### src/rtl/reg_scoreboard.sv
// reg_scoreboard
//   Register-write scoreboard and ID-stage hazard controller for the
//   five-stage pipeline. Keeps a small in-flight counter per general register
//   (r1..r31) plus a "youngest writer is an unreturned load" flag, and derives
//   the ID stall from them.
//
//   Optional feature macro: SCB_FWD_EN
//     defined   : forwarding exists, only load-use hazards stall
//     undefined : no forwarding, any in-flight writer of a source stalls
//
// Ports
//   clk, resetn                 pipeline clock, async active-low reset
//   issue_valid/we/dest/is_load ID->EX transfer of a (possibly) writing instr
//   rd_en1/2, rd_addr1/2        source reads of the instruction in ID
//   id_we, id_dest              destination of the instruction in ID
//   ld_done, ld_dest            load data returned at MEM->WB
//   wb_commit, wb_dest          register-file write by WB
//   flush                       drop all in-flight tracking
//   stall_id                    ID must not issue this cycle
//   busy, inflight              any / total writes in flight
//   err                         sticky counter underflow/overflow
module reg_scoreboard #(
  parameter int CNT_W = 2
) (
  input  logic       clk,
  input  logic       resetn,
  input  logic       issue_valid,
  input  logic       issue_we,
  input  logic [4:0] issue_dest,
  input  logic       issue_is_load,
  input  logic       rd_en1,
  input  logic       rd_en2,
  input  logic [4:0] rd_addr1,
  input  logic [4:0] rd_addr2,
  input  logic       id_we,
  input  logic [4:0] id_dest,
  input  logic       ld_done,
  input  logic [4:0] ld_dest,
  input  logic       wb_commit,
  input  logic [4:0] wb_dest,
  input  logic       flush,
  output logic       stall_id,
  output logic       busy,
  output logic [3:0] inflight,
  output logic       err
);

  localparam logic [CNT_W-1:0] CNT_MAX = '1;

  // Flattened views of per-register state; entry 0 is r0 and always reads 0.
  logic [CNT_W-1:0] w_cnt [32];
  logic             w_ldp [32];

  logic [3:0] r_inflight;
  logic       r_err;

  logic w_iss_req, w_com_req, w_pair;
  logic w_inc, w_dec, w_err_set;

  assign w_iss_req = issue_valid & issue_we & (issue_dest != 5'd0);
  assign w_com_req = wb_commit & (wb_dest != 5'd0);
  // Issue and commit to the same register cancel out: no count change, no error.
  assign w_pair    = w_iss_req & w_com_req & (issue_dest == wb_dest);

  assign w_inc     = w_iss_req & (w_pair | (w_cnt[issue_dest] != CNT_MAX));
  assign w_dec     = w_com_req & (w_pair | (w_cnt[wb_dest] != '0));
  assign w_err_set = (w_iss_req & ~w_pair & (w_cnt[issue_dest] == CNT_MAX)) |
                     (w_com_req & ~w_pair & (w_cnt[wb_dest] == '0));

  assign w_cnt[0] = '0;
  assign w_ldp[0] = 1'b0;

  for (genvar gi = 1; gi < 32; gi++) begin : g_reg
    logic [CNT_W-1:0] r_cnt;
    logic             r_ldp;
    logic             w_iss_hit, w_com_hit, w_ld_hit;

    assign w_iss_hit = issue_valid & issue_we & (issue_dest == 5'(gi));
    assign w_com_hit = wb_commit & (wb_dest == 5'(gi));
    assign w_ld_hit  = ld_done & (ld_dest == 5'(gi));

    always_ff @(posedge clk or negedge resetn) begin
      if (!resetn) begin
        r_cnt <= '0;
        r_ldp <= 1'b0;
      end else if (flush) begin
        r_cnt <= '0;
        r_ldp <= 1'b0;
      end else begin
        if (w_iss_hit && !w_com_hit && r_cnt != CNT_MAX)
          r_cnt <= r_cnt + 1'b1;
        else if (w_com_hit && !w_iss_hit && r_cnt != '0)
          r_cnt <= r_cnt - 1'b1;

        // A counted issue makes the new instruction the youngest writer and
        // wins over a same-cycle load return; a rejected issue changes nothing.
        if (w_iss_hit && (w_com_hit || r_cnt != CNT_MAX))
          r_ldp <= issue_is_load;
        else if (w_ld_hit)
          r_ldp <= 1'b0;
      end
    end

    assign w_cnt[gi] = r_cnt;
    assign w_ldp[gi] = r_ldp;
  end

  always_ff @(posedge clk or negedge resetn) begin
    if (!resetn) begin
      r_inflight <= 4'd0;
      r_err      <= 1'b0;
    end else if (flush) begin
      r_inflight <= 4'd0;
    end else begin
      if (w_inc && !w_dec)
        r_inflight <= r_inflight + 4'd1;
      else if (w_dec && !w_inc)
        r_inflight <= r_inflight - 4'd1;
      if (w_err_set)
        r_err <= 1'b1;
    end
  end

  function automatic logic hazard(input logic en, input logic [4:0] a);
`ifdef SCB_FWD_EN
    return en & (a != 5'd0) & (w_cnt[a] != '0) & w_ldp[a];
`else
    return en & (a != 5'd0) & (w_cnt[a] != '0);
`endif
  endfunction

  logic w_dest_full;
  assign w_dest_full = id_we & (id_dest != 5'd0) & (w_cnt[id_dest] == CNT_MAX);

  assign stall_id = hazard(rd_en1, rd_addr1) | hazard(rd_en2, rd_addr2) | w_dest_full;
  assign busy     = (r_inflight != 4'd0);
  assign inflight = r_inflight;
  assign err      = r_err;

endmodule
### config.mk
export PLATFORM = sky130hd
export DESIGN_NAME = reg_scoreboard
export DESIGN_NICKNAME = d
export VERILOG_FILES = /design/src/rtl/reg_scoreboard.sv
export SDC_FILE = /design/constraint.sdc
export NUM_CORES = 1
export LEC_CHECK = 0
export CAP_MARGIN = 40
export CORE_ASPECT_RATIO = 1.5
export CORE_MARGIN = 5
export CORE_UTILIZATION = 40
export DETAILED_ROUTE_END_ITERATION = 10
export GPL_ROUTABILITY_DRIVEN = 1
export PLACE_DENSITY = 0.54
export SETUP_SLACK_MARGIN = 0.3
export SLEW_MARGIN = 20
export SYNTH_ARGS = -nofsm -noshare
export SYNTH_HDL_FRONTEND = slang
export SYNTH_SLANG_ARGS = --single-unit
### constraint.sdc
create_clock -name clk -period 4.1 [get_ports clk]
set_clock_uncertainty 0.05 [all_clocks]
set_input_delay 0.41 -clock clk [delete_from_list [all_inputs] [get_ports clk]]
set_output_delay 0.41 -clock clk [all_outputs]
set_load 0.01 [all_outputs]
[Word-level counts from Yosys, hierarchy flattened]
Index checks and enable logic that the tools add are counted.
Cells by class
  $add $sub $neg: 64
  magnitude comparators: 5
  equal/unequal tests: 97
  mux-type cells: 111
  bitwise logic cells: 91
  reductions and logical operators: 264
Operators by type and width (number)
  2-bit two-way mux: 103
  5-bit == test (second input constant): 32
  1-bit logical AND: 126
  3-bit nonzero test: 32
  5-bit by 4-bit == test with 1-bit output (second input constant): 16
  1-bit bitwise AND: 79
  2-bit nonzero test: 34
  1-bit logical NOT: 64
  2-bit != test (second input constant): 32
  2-bit by 1-bit adder with 2-bit output (second input constant): 31
  2-bit by 1-bit subtractor with 2-bit output (second input constant): 31
  2-bit binary-select mux with 5-bit select: 5
  5-bit by 3-bit == test with 1-bit output (second input constant): 8
  6-bit >= comparator (second input constant): 5
  5-bit inverter with 6-bit output: 5
  5-bit nonzero test: 5
  5-bit by 2-bit == test with 1-bit output (second input constant): 4
  4-bit two-way mux: 3
  5-bit by 1-bit == test with 1-bit output (second input constant): 2
  5-bit == test: 1
  1-bit OR: 5
  4-bit by 1-bit adder with 4-bit output (second input constant): 1
  2-bit == test (second input constant): 2
  4-bit nonzero test: 1
  other kinds (4): 5
Word-level totals
  register bits after elaboration: 67
  input bits: 41
  output and inout bits: 7
  word-level logic and storage cells: 665

[Longest topological paths before layout]
Gate-level depths: netlist of run 1.
  word-level depth: 12
  gate-level depth with buffers: 16
  gate-level depth less buffers: 13

[Worst setup path before layout of run 1]
No wires, ideal clock.
  path type: input to register
  from: in issue_dest[0]
  to: reg r_inflight[3], in the netlist inflight[3]
  setup time: 0.133 ns
  arrival time: 2.931 ns
  required time: 3.917 ns
  setup slack: 0.986 ns
  cell stages on the path: 14
  buffers on the path: 1
  cells stage by stage: buf_6 -> mux4_2 -> a22o_1 -> a41oi_2 -> o22ai_2 -> a21o_2 -> a21oi_4 -> inv_1 -> ha_1 -> a21o_1 -> a21oi_1 -> and4_1 -> o21ai_0 -> nor3b_2
On the way
  longest elaborated chain between the ends: 10
  elaborated cells between the ends (all ways): 21
  those cells by class: 2 x eq/ne; 5 x mux; 8 x bitwise; 6 x reduce/logical
RTL lines
  from (decl): line 29  | input logic [4:0] issue_dest,
  5-bit inverter with 6-bit output (implied by the code) / 5-bit nonzero test (equally long branches): line 65, 60
  2-bit binary-select mux with 5-bit select / 1-bit bitwise AND (equally long branches): line 65, 60
  2-bit two-way mux (implied by the code) / 1-bit bitwise AND (equally long branches) (2 in series): line 65, 63
  2-bit != test / 1-bit OR (equally long branches): line 65, 66
  1-bit OR / 1-bit bitwise AND (equally long branches): line 65, 66
  1-bit bitwise AND / 1-bit logical NOT (equally long branches): line 65, 115
  1-bit logical AND / 1-bit logical NOT (equally long branches): line 115, 117
  4-bit two-way mux / 1-bit logical AND (equally long branches): line 115, 117
  4-bit two-way mux / 3-bit nonzero test (equally long branches)
  to (signal assigned): line 116  | r_inflight <= r_inflight + 4'd1;
  to (signal assigned): line 118  | r_inflight <= r_inflight - 4'd1;
  to (decl): line 54  | logic [3:0] r_inflight;
Several ways; a longest one is shown, not always the timed one. The select of a mux whose other input is x is not followed.
A chain may end at the register's enable or synchronous reset.

[Worst setup path in the final report of run 1]
  from: in rd_addr1[2]
  to: out stall_id
On the way
  longest elaborated chain between the ends: 8
  elaborated cells between the ends (all ways): 10
  those cells by class: 3 x mux; 5 x bitwise; 2 x reduce/logical
RTL lines
  from (decl): line 33  | input logic [4:0] rd_addr1,
  5-bit inverter with 6-bit output (implied by the code): line 128  | return en & (a != 5'd0) & (w_cnt[a] != '0);
  2-bit binary-select mux with 5-bit select: line 128
  2-bit two-way mux (implied by the code) (2 in series): line 128
  2-bit nonzero test: line 128
  1-bit bitwise AND (*): line 128
  1-bit OR (*) (2 in series): line 135  | assign stall_id = hazard(rd_en1, rd_addr1) | hazard(rd_en2, rd_addr2) | w_dest_full;
  to (decl): line 42  | output logic stall_id,
Mark *: on every way between the ends. The rest lies on a longest branch, timed or not. The select of a mux whose other input is x is not followed.

==> impl_metrics.json, run 1 <==
{
  "portBuffers": 40,
  "worstMarginPinSlew_ns": 0.8095,
  "synthCells": 799,
  "clock-root-buffer": "clkbuf_16",
  "powerDensity_nw_per_um2": 258.9,
  "max_freq_mhz": 272.1,
  "grt_overflow": 0,
  "ys_seq_elements": 67,
  "yosys_warnings": 0,
  "synth_flop_cell": "dfrtp_1",
  "fp.dieH_um": 160.6,
  "fp.coreArea_um2": 15000,
  "finalSetupTns_ns": 0,
  "cts_tree": "built",
  "status": "completed",
  "nNetsFinal": 880,
  "finalHoldViolCount": 0,
  "setup-violations-final": 0,
  "grt_pass1_wl_um": 34850,
  "path_clk_slew_ns": 0.06,
  "crit_slowest_cell": "clkdlybuf4s50_1",
  "final_cell_mix": "158 x nor2_1, 154 x a21oi_1, 91 x nand2_1, 67 x dfrtp_1, 63 x o21ai_0",
  "vias": 6336,
  "antenna_found_initial": 0,
  "syn_nets": 843,
  "worst_ep_required_time_ns": 3.64,
  "power_mw": 1.815,
  "finalCritPeriodShare_pct": 89.65,
  "cts_max_level": 3,
  "drive_gt1_share_pct": 11.77,
  "yosysTopAreaCell": "dfrtp_1",
  "grt_usage_pct": 26.25,
  "dpl_worst_slack_ns": 0.1476,
  "row_count": 55,
  "die_w_um": 110.4,
  "cp-end-kind": "output pin",
  "min_path_type": "in2async",
  "p_leak_nw": 2.707,
  "netlist_area_um2": 6047,
  "die-area_um2": 17730,
  "ctsResizeCount": 0,
  "numCtsBuffers": 9,
  "clk_latency_ns": 0.35,
  "viasPerCell": 6.092,
  "dr.pass1.iters": 5,
  "final_util_pct": 46.74,
  "crit_arrival_ns": 3.22,
  "yosysTopAreaCellShare_pct": 27.73,
  "period_minus_slack_ns": 3.675,
  "ant_nets": 0,
  "worstSetupStartpointType": "input pin",
  "area_delta_synth_final_pct": 15.95,
  "dpl_cell_area_um2": 6705,
  "place_congestion": 0.9695,
  "grt_max_degree": 43,
  "slowest_delay_ns": 0.80,
  "slew_headroom_pct": 45.84,
  "drv_cap": 0,
  "layout_setup_ws_ns": 0.4245,
  "grt_setup_unrepaired": "false",
  "yosysUniqueCellTypes": 58,
  "synthArstFlopShare_pct": 100.0,
  "initial_utilization_pct": 40.31,
  "post-dp-hpwl_um": 17350,
  "synth_edf_count": 0,
  "routed_wl_um": 22510,
  "clock-sinks": 67,
  "synth.avg_cell_area_um2": 7.568,
  "hold_buffers": 0,
  "crit_fanout": 10,
  "path_class": "in2out",
  "clockBufferDepth": 2,
  "layout_commonest_cell": "nor2_1",
  "n_fill_cell": 1572,
  "path_cells": "clkdlybuf4s50_1 -> mux4_2 -> mux4_2 -> mux2i_1 -> a222oi_1 -> inv_1 -> clkdlybuf4s50_1",
  "grt_pass1_vias": 6207,
  "n_antenna_cell": 0,
  "io_pins": 48,
  "slew_viol_final": 0,
  "yosys-top-cells-area": "dfrtp_1 28%, mux4_2 13%, a21oi_1 13%",
  "cts_setup_buffers": 0,
  "vdd_drop_max_uv": 185.8,
  "yosysSeqAreaShare_pct": 27.73,
  "drcViolationCount": 0,
  "drt-initial-drc-count": 464,
  "final_area_um2": 7012,
  "routedWlPerCell_um": 21.64
}
==> power breakdown <==
group          internal [mW]  switching (mW)  total (mW)
sequential             0.670          0.0119       0.682
combinational          0.146           0.193       0.339
clock                  0.468           0.326       0.794
total                   1.28           0.531        1.82
==> area by class of cell <==
| type | count | area [um^2] | share of cell area (%) |
|---|---|---|---|
| clock buffer | 9 | 225.2 | 3.212 |
| inverter | 7 | 26.28 | 0.3747 |
| timing repair buffer | 70 | 645.6 | 9.208 |
| multi-input combinational | 681 | 4120 | 58.76 |
| sequential | 67 | 1677 | 23.91 |
| tap | 199 | 249.0 | 3.551 |
| clock inverter | 7 | 68.82 | 0.9814 |
==> cells in the mapped netlist (3+ instances only) <==
| cell type | instances |
|---|---|
| nand2b_1 | 11 |
| clkbuf_1 | 26 |
| a21o_1 | 10 |
| xnor2_1 | 5 |
| mux2i_1 | 7 |
| nand3_1 | 20 |
| and2_1 | 22 |
| buf_6 | 3 |
| and3_1 | 5 |
| nor3_1 | 13 |
| or3_1 | 7 |
| o21ai_0 | 63 |
| a22o_1 | 3 |
| a22oi_1 | 6 |
| nand2_1 | 91 |
| dfrtp_1 | 67 |
| mux4_2 | 35 |
| mux2_4 | 3 |
| o31ai_1 | 3 |
| buf_4 | 7 |
| inv_1 | 7 |
| nor2b_1 | 16 |
| a31oi_1 | 6 |
| buf_2 | 8 |
| a21oi_1 | 154 |
| o22ai_1 | 4 |
| nor2_1 | 158 |
| a221oi_1 | 3 |
==> state kept, by name (all words and copies together) (netlist names) <==
signal and flops:
g.r_cnt 62, inflight 4, err 1
==> stage by stage <==
stage | hold slack [ns] | instances
floorplan | 0.06441 | 799
global placement | 0.4058 | 1023
detailed placement | 0.4141 | 1023
CTS | 0.04887 | 1039
global route | 0.08809 | 1040
finish | 0.03655 | 1040
==> worst paths after layout <==
check                                    from                  to  slack (ns)  cells after the start
hold / removal                         resetn  g_reg[16].r_cnt[1]        0.04                      1
min in group clk                          err                 err        0.42                      2
setup reg to reg           g_reg[16].r_cnt[1]         inflight[3]        0.65                     13
setup / recovery                  rd_addr1[2]            stall_id        0.42                      7
max in group asynchronous              resetn   g_reg[8].r_cnt[0]        2.91                      2
hold reg to reg                           err                 err        0.42                      2
==> metal layers <==
| metal | up-vias | wire length (um) | GRT usage, % |
|---|---|---|---|
| met1 | 3081 | 8544 | 31.10 |
| met2 | 251 | 11470 | 44.83 |
| met4 | 0 | 1091 | 12.44 |
| met5 | - | 0 | 0 |
| li1 | 2951 | - | - |
| met3 | 53 | 1400 | 5.026 |
==> worst max-delay path: cells and delay by family <==
| kind | cells | cell delay [ns] |
|---|---|---|
| AOI/OAI and AO/OA | 1 | 0.12 |
| buffers and inverters | 3 | 1.41 |
| muxes | 3 | 1.27 |
==> cell families after synthesis <==
logic type | after synthesis | synth area share, %
and+or+nand+nor | 360 | 26.82
muxes | 47 | 15.31
buffers and inverters | 51 | 4.138
AOI/OAI and AO/OA | 265 | 24.40
DFF | 67 | 27.73
xor gates and xnor gates | 6 | 0.8690
adders and majority gates | 3 | 0.7448
Power figures use the tool's default switching activity.
==> inputs of run 2 (changes only) <==
TNS_END_PERCENT = 20   (was default)
==> results of run 2 <==
Same layout as run 1: the final DEF is identical, and so are final timing and power.
